File: config.mk
export PLATFORM = sky130hd
export DESIGN_NAME = change_dispenser
export DESIGN_NICKNAME = d
export VERILOG_FILES = /design/src/rtl/change_dispenser.sv
export SDC_FILE = /design/constraint.sdc
export NUM_CORES = 1
export LEC_CHECK = 0
export ABC_CLOCK_PERIOD_IN_PS = 2680
export CAP_MARGIN = 20
export CORE_MARGIN = 2
export CORE_UTILIZATION = 55
export CTS_CLUSTER_SIZE = 40
export DETAILED_ROUTE_END_ITERATION = 12
export PLACE_DENSITY = 0.87
export SYNTH_ARGS = -nofsm -noshare
export SYNTH_HDL_FRONTEND = slang
export SYNTH_SLANG_ARGS = --single-unit
File: constraint.sdc
create_clock -name clk -period 2.68 [get_ports clk]
set_clock_uncertainty 0.1 [all_clocks]
set_input_delay 0.402 -clock clk [delete_from_list [all_inputs] [get_ports clk]]
set_output_delay 0.402 -clock clk [all_outputs]
set_load 0.02 [all_outputs]
File: src/rtl/change_dispenser.sv
// Change dispenser: computes credit - price and pays it out one coin at a
// time, largest denomination first, over a coin_valid/coin_ack handshake.
// Ports: clk, reset (sync, active-low), start, credit[7:0], price[7:0],
//   coin_ack in; coin_valid, coin_sel[1:0], busy, done, err_code[1:0],
//   change_left[7:0], coins_paid[3:0] out (all registered).
module change_dispenser #(
  parameter int unsigned DEN_HI      = 10,
  parameter int unsigned DEN_MID     = 5,
  parameter int unsigned DEN_LO      = 1,
  parameter int unsigned GAP_CYCLES  = 4,
  parameter int unsigned ACK_TIMEOUT = 255
) (
  input  logic       clk,
  input  logic       reset,
  input  logic       start,
  input  logic [7:0] credit,
  input  logic [7:0] price,
  input  logic       coin_ack,
  output logic       coin_valid,
  output logic [1:0] coin_sel,
  output logic       busy,
  output logic       done,
  output logic [1:0] err_code,
  output logic [7:0] change_left,
  output logic [3:0] coins_paid
);

  typedef enum logic [2:0] {
    S_IDLE, S_CHECK, S_PICK, S_WAIT, S_GAP, S_DONE
  } state_t;

  localparam logic [7:0] HI8     = 8'(DEN_HI);
  localparam logic [7:0] MID8    = 8'(DEN_MID);
  localparam logic [7:0] LO8     = 8'(DEN_LO);
  localparam logic [7:0] TO_LAST = 8'(ACK_TIMEOUT - 1);
  localparam logic [7:0] GP_LAST = 8'(GAP_CYCLES - 1);

  state_t     state_q;
  logic [7:0] credit_q;
  logic [7:0] price_q;
  logic [7:0] cnt_q;
  logic       pick_ph_q;
  logic       valid_q;
  logic [1:0] sel_q;
  logic       busy_q;
  logic       done_q;
  logic [1:0] err_q;
  logic [7:0] left_q;
  logic [3:0] paid_q;

  logic [1:0] pick_sel;
  logic [7:0] den_cur;

  always_comb begin
    pick_sel = 2'd0;
    priority case (1'b1)
      (left_q >= HI8):  pick_sel = 2'd2;
      (left_q >= MID8): pick_sel = 2'd1;
      default:          pick_sel = 2'd0;
    endcase
  end

  always_comb begin
    den_cur = LO8;
    unique case (sel_q)
      2'd2:    den_cur = HI8;
      2'd1:    den_cur = MID8;
      default: den_cur = LO8;
    endcase
  end

  // PICK takes two cycles: the first registers coin_sel, the
  // second presents the coin, so coin_sel is stable before valid.
  always_ff @(posedge clk) begin
    if (!reset) begin
      state_q   <= S_IDLE;
      credit_q  <= '0;
      price_q   <= '0;
      cnt_q     <= '0;
      pick_ph_q <= 1'b0;
      valid_q   <= 1'b0;
      sel_q     <= '0;
      busy_q    <= 1'b0;
      done_q    <= 1'b0;
      err_q     <= '0;
      left_q    <= '0;
      paid_q    <= '0;
    end else begin
      done_q <= 1'b0;
      unique case (state_q)
        S_IDLE: begin
          if (start) begin
            credit_q <= credit;
            price_q  <= price;
            err_q    <= 2'd0;
            paid_q   <= '0;
            busy_q   <= 1'b1;
            state_q  <= S_CHECK;
          end
        end
        S_CHECK: begin
          pick_ph_q <= 1'b0;
          if (credit_q < price_q) begin
            err_q   <= 2'd1;
            left_q  <= '0;
            done_q  <= 1'b1;
            state_q <= S_DONE;
          end else if (credit_q == price_q) begin
            left_q  <= '0;
            done_q  <= 1'b1;
            state_q <= S_DONE;
          end else begin
            left_q  <= credit_q - price_q;
            state_q <= S_PICK;
          end
        end
        S_PICK: begin
          if (!pick_ph_q) begin
            sel_q     <= pick_sel;
            pick_ph_q <= 1'b1;
          end else begin
            valid_q <= 1'b1;
            cnt_q   <= '0;
            state_q <= S_WAIT;
          end
        end
        S_WAIT: begin
          // ack is checked first so it wins over an expiring timer
          if (coin_ack) begin
            valid_q <= 1'b0;
            left_q  <= left_q - den_cur;
            if (paid_q != 4'hF) paid_q <= paid_q + 4'd1;
            cnt_q <= '0;
            if (left_q == den_cur) begin
              done_q  <= 1'b1;
              state_q <= S_DONE;
            end else begin
              state_q <= S_GAP;
            end
          end else if (cnt_q == TO_LAST) begin
            valid_q <= 1'b0;
            err_q   <= 2'd2;
            done_q  <= 1'b1;
            state_q <= S_DONE;
          end else begin
            cnt_q <= cnt_q + 8'd1;
          end
        end
        S_GAP: begin
          if (cnt_q == GP_LAST) begin
            pick_ph_q <= 1'b0;
            state_q   <= S_PICK;
          end else begin
            cnt_q <= cnt_q + 8'd1;
          end
        end
        S_DONE: begin
          busy_q  <= 1'b0;
          state_q <= S_IDLE;
        end
        default: state_q <= S_IDLE;
      endcase
    end
  end

  assign coin_valid  = valid_q;
  assign coin_sel    = sel_q;
  assign busy        = busy_q;
  assign done        = done_q;
  assign err_code    = err_q;
  assign change_left = left_q;
  assign coins_paid  = paid_q;

endmodule
==> key figures <==
Status
  – Outcome: completed

Synth
  – Post-Synthesis Cells: 346
  – Synth top area share: 33.9%
  – Mapped Nets: 383
  – Async S/R FF share, synth: 0%
  – Top_reg_cell synth: dfxtp_1
  – Sequential-to-total area share from yosys stat: 33.9%
  – Post-Syn Area: 0.00278 mm2
  – Synth cell types: 55
  – Area leader, netlist: dfxtp_1
  – Area contributors post-synth: dfxtp_1 (34%), ha_1 (6.8%), nand2_1 (6.4%)
  – Synthesis Warnings: 0
  – Seq cells post-synth: 47
  – Post-synth EDFFs: 0
  – Mean post-synth cell area: roughly 8.0 um2

Power and ir drop
  – Worst IR Drop VDD: 0.659 mV
  – Pwr per Cell Area: 1160 mW/mm2
  – Lkg Pwr: 1.29 nW

Floorplan
  – Die Wd: roughly 75 um
  – Initial Util: 58.0%
  – # IOs: 39
  – Core area: 0.00479 mm2
  – Die area: around 0.0056 mm2
  – DIE HEIGHT: 75.0 um
  – Number of placement rows: 25

STA
  – Pins Over Slew Limit: 0
  – Slew @ Worst Pin: 0.619 ns
  – Setup TNS: 0 ns
  – Final setup violation count: 0
  – Fin. Hold Viols: 0
  – Crit share post-route: 95.3%
  – Setup repair after global routing missed its margin: false
  – F_max: about 390 MHz
  – Worst relative slew slack: between 50% and 60%
  – Min Tclk post-route: 2.55 ns

Clock tree
  – CTS Buf Count: 5
  – CTS sink count: 47
  – Post-CTS setup buffers: 0
  – Cts repair resizes: 0
  – Root Buffer: clkbuf_8
  – CTS tree: yes
  – Hold-fix buffer count after cts: 0
  – Max clock buf depth: 2
  – Clock Pin Slew Worst Setup and Hold Paths: ~0.09 ns
  – H-tree Lvls: 2
  – Skew-Pair Late Insertion Delay: approximately 0.30 ns

Cells and area
  – Diode count: 0
  – Final #Nets: about 420
  – Synth-to-Final Area Change: 21.1%
  – Fill count: 389
  – Fraction of layout cells with a size suffix above 1: 6.49%
  – Post-layout util: 70.2%

Routing
  – Number of routed nets with antenna violations: 0
  – Routed WL: slightly above 6000 um
  – Iter 0 DRT Violations: 200
  – DRT Pass-1 Iters: 4
  – Post-DR vias/cell: 5.65
  – Drt drc: 0
  – Vias: 2556
  – Avg WL per Cell: 13.7 um

Placed design
  – PortBufs: 38
  – HPWL after detailed placement: 4520 um
  – GPL Wtd Cong: approximately 0.9

Setup path
  – WP data required: 2.82 ns
  – Crit. End Element: register
  – Worst Path Arrival: 2.69 ns
  – Type of origin of the critical path: register
  – Critical-path maximum fanout: 5
  – Crit Path Category: reg2reg

Global routing
  – Grt total ovfl: 0
  – Tot GR Track Use: 24.2%
  – Number of global-route vias before repair: 2344
  – Largest net degree at the start of global routing: 32
  – First-pass GRT wire length: 10600 um
  – Initial antenna violation count: 0

Job
  – Max cap viols: 0

Worst hold path
  – Hold crit path type: reg2reg
sequential cells by signal, summed over array words and instances (netlist names):
register / cells
change_left: 8
credit_q: 8
coin_sel: 2
state_q: 3
busy: 1
coins_paid: 4
coin_valid: 1
done: 1
pick_ph_q: 1
err_code: 2
cnt_q: 8
price_q: 8
report_power, final:
group | internal [mW] | leakage (nW) | switching, mW
Clock | 0.373 | 0.0654 | 0.243
Sequential | 0.879 | 0.383 | 0.234
Combinational | 0.926 | 0.841 | 1.24
Total | 2.18 | 1.29 | 1.72
layout by cell type (no fill, tap or decap), types with 6 or more instances in the layout:
cell | Yosys | layout
a21boi_0 | 6 | 6
a21boi_1 | 12 | 12
a21oi_1 | 20 | 20
buf_4 | 1 | 6
clkdlybuf4s50_1 | 0 | 38
dfxtp_1 | 47 | 47
ha_1 | 15 | 15
inv_1 | 17 | 17
nand2_1 | 47 | 47
nand3_1 | 7 | 7
nand4_1 | 6 | 6
nor2_1 | 35 | 35
nor3_1 | 8 | 8
o21ai_0 | 24 | 24
xor2_1 | 11 | 11
worst max-delay path: stages (launching register included):
cell      delay, ns
dfxtp_1        0.33
inv_1          0.04
ha_1           0.22
fa_1           0.39
nand2b_1       0.23
a211oi_2       0.29
o221ai_2       0.17
or4_1          0.56
a21boi_1       0.16
cell families after synthesis:
family,after synthesis,synth area share (%)
and+or+nand+nor,135,24.4
adders and majority gates,17,8.21
DFF,47,33.9
AOI/OAI and AO/OA,98,23.4
buffers and inverters,32,4.64
muxes,3,1.08
xor gates and xnor gates,14,4.42
path summary, 6_finish.rpt:
path | start | endpoint | slack (ns) | depth (start not counted)
setup / recovery | credit_q[0] | change_left[4] | 0.13 | 8
hold reg to reg | price_q[2] | price_q[2] | 0.36 | 2
hold / removal | price_q[2] | price_q[2] | 0.36 | 2
setup reg to reg | credit_q[0] | change_left[4] | 0.13 | 8
Yosys cell counts, drive strengths merged (5+ instances only):
master,count
nor2,35
o21ai,30
nand3,7
buf,5
a21oi,22
xor2,11
nand2,47
inv,19
a21boi,18
nand4,7
nor2b,5
nand2b,5
clkbuf,8
o21a,5
dfxtp,47
ha,15
nor3,8
routing by layer:
metal | vias to the layer above | GRT usage (%) | wire (um)
met1 | 1182 | 31.9 | 2860
met3 | 8 | 4.28 | 299
li1 | 1293 | - | -
met4 | 0 | 7.94 | 82
met5 | - | 0 | 0
met2 | 73 | 40.4 | 2950
metrics by stage:
step / area, um2 / std cells / power, mW / hold slack [ns] / setup WS, ns
floorplan: 2780 / 346 / 2.67 / 0.335 / 0.376
global placement: 3230 / 444 / 3.17 / 0.342 / 0.302
CTS: 3360 / 452 / 3.88 / 0.358 / 0.140
detailed placement: 3230 / 444 / 3.25 / 0.346 / 0.237
global route: 3360 / 452 / 4.20 / 0.383 / 0.0240
finish: 3360 / 452 / 3.89 / 0.357 / 0.125
cell type report:
class,count,area (um2),area share (%)
timing repair buffer,44,425,12.7
inverter,19,71.3,2.12
clock buffer,6,72.6,2.16
multi-input combinational,267,1710,50.8
sequential,47,941,28.0
clock inverter,2,60.1,1.79
tap,67,83.8,2.50
No activity file was read; power rests on OpenSTA's default activity.
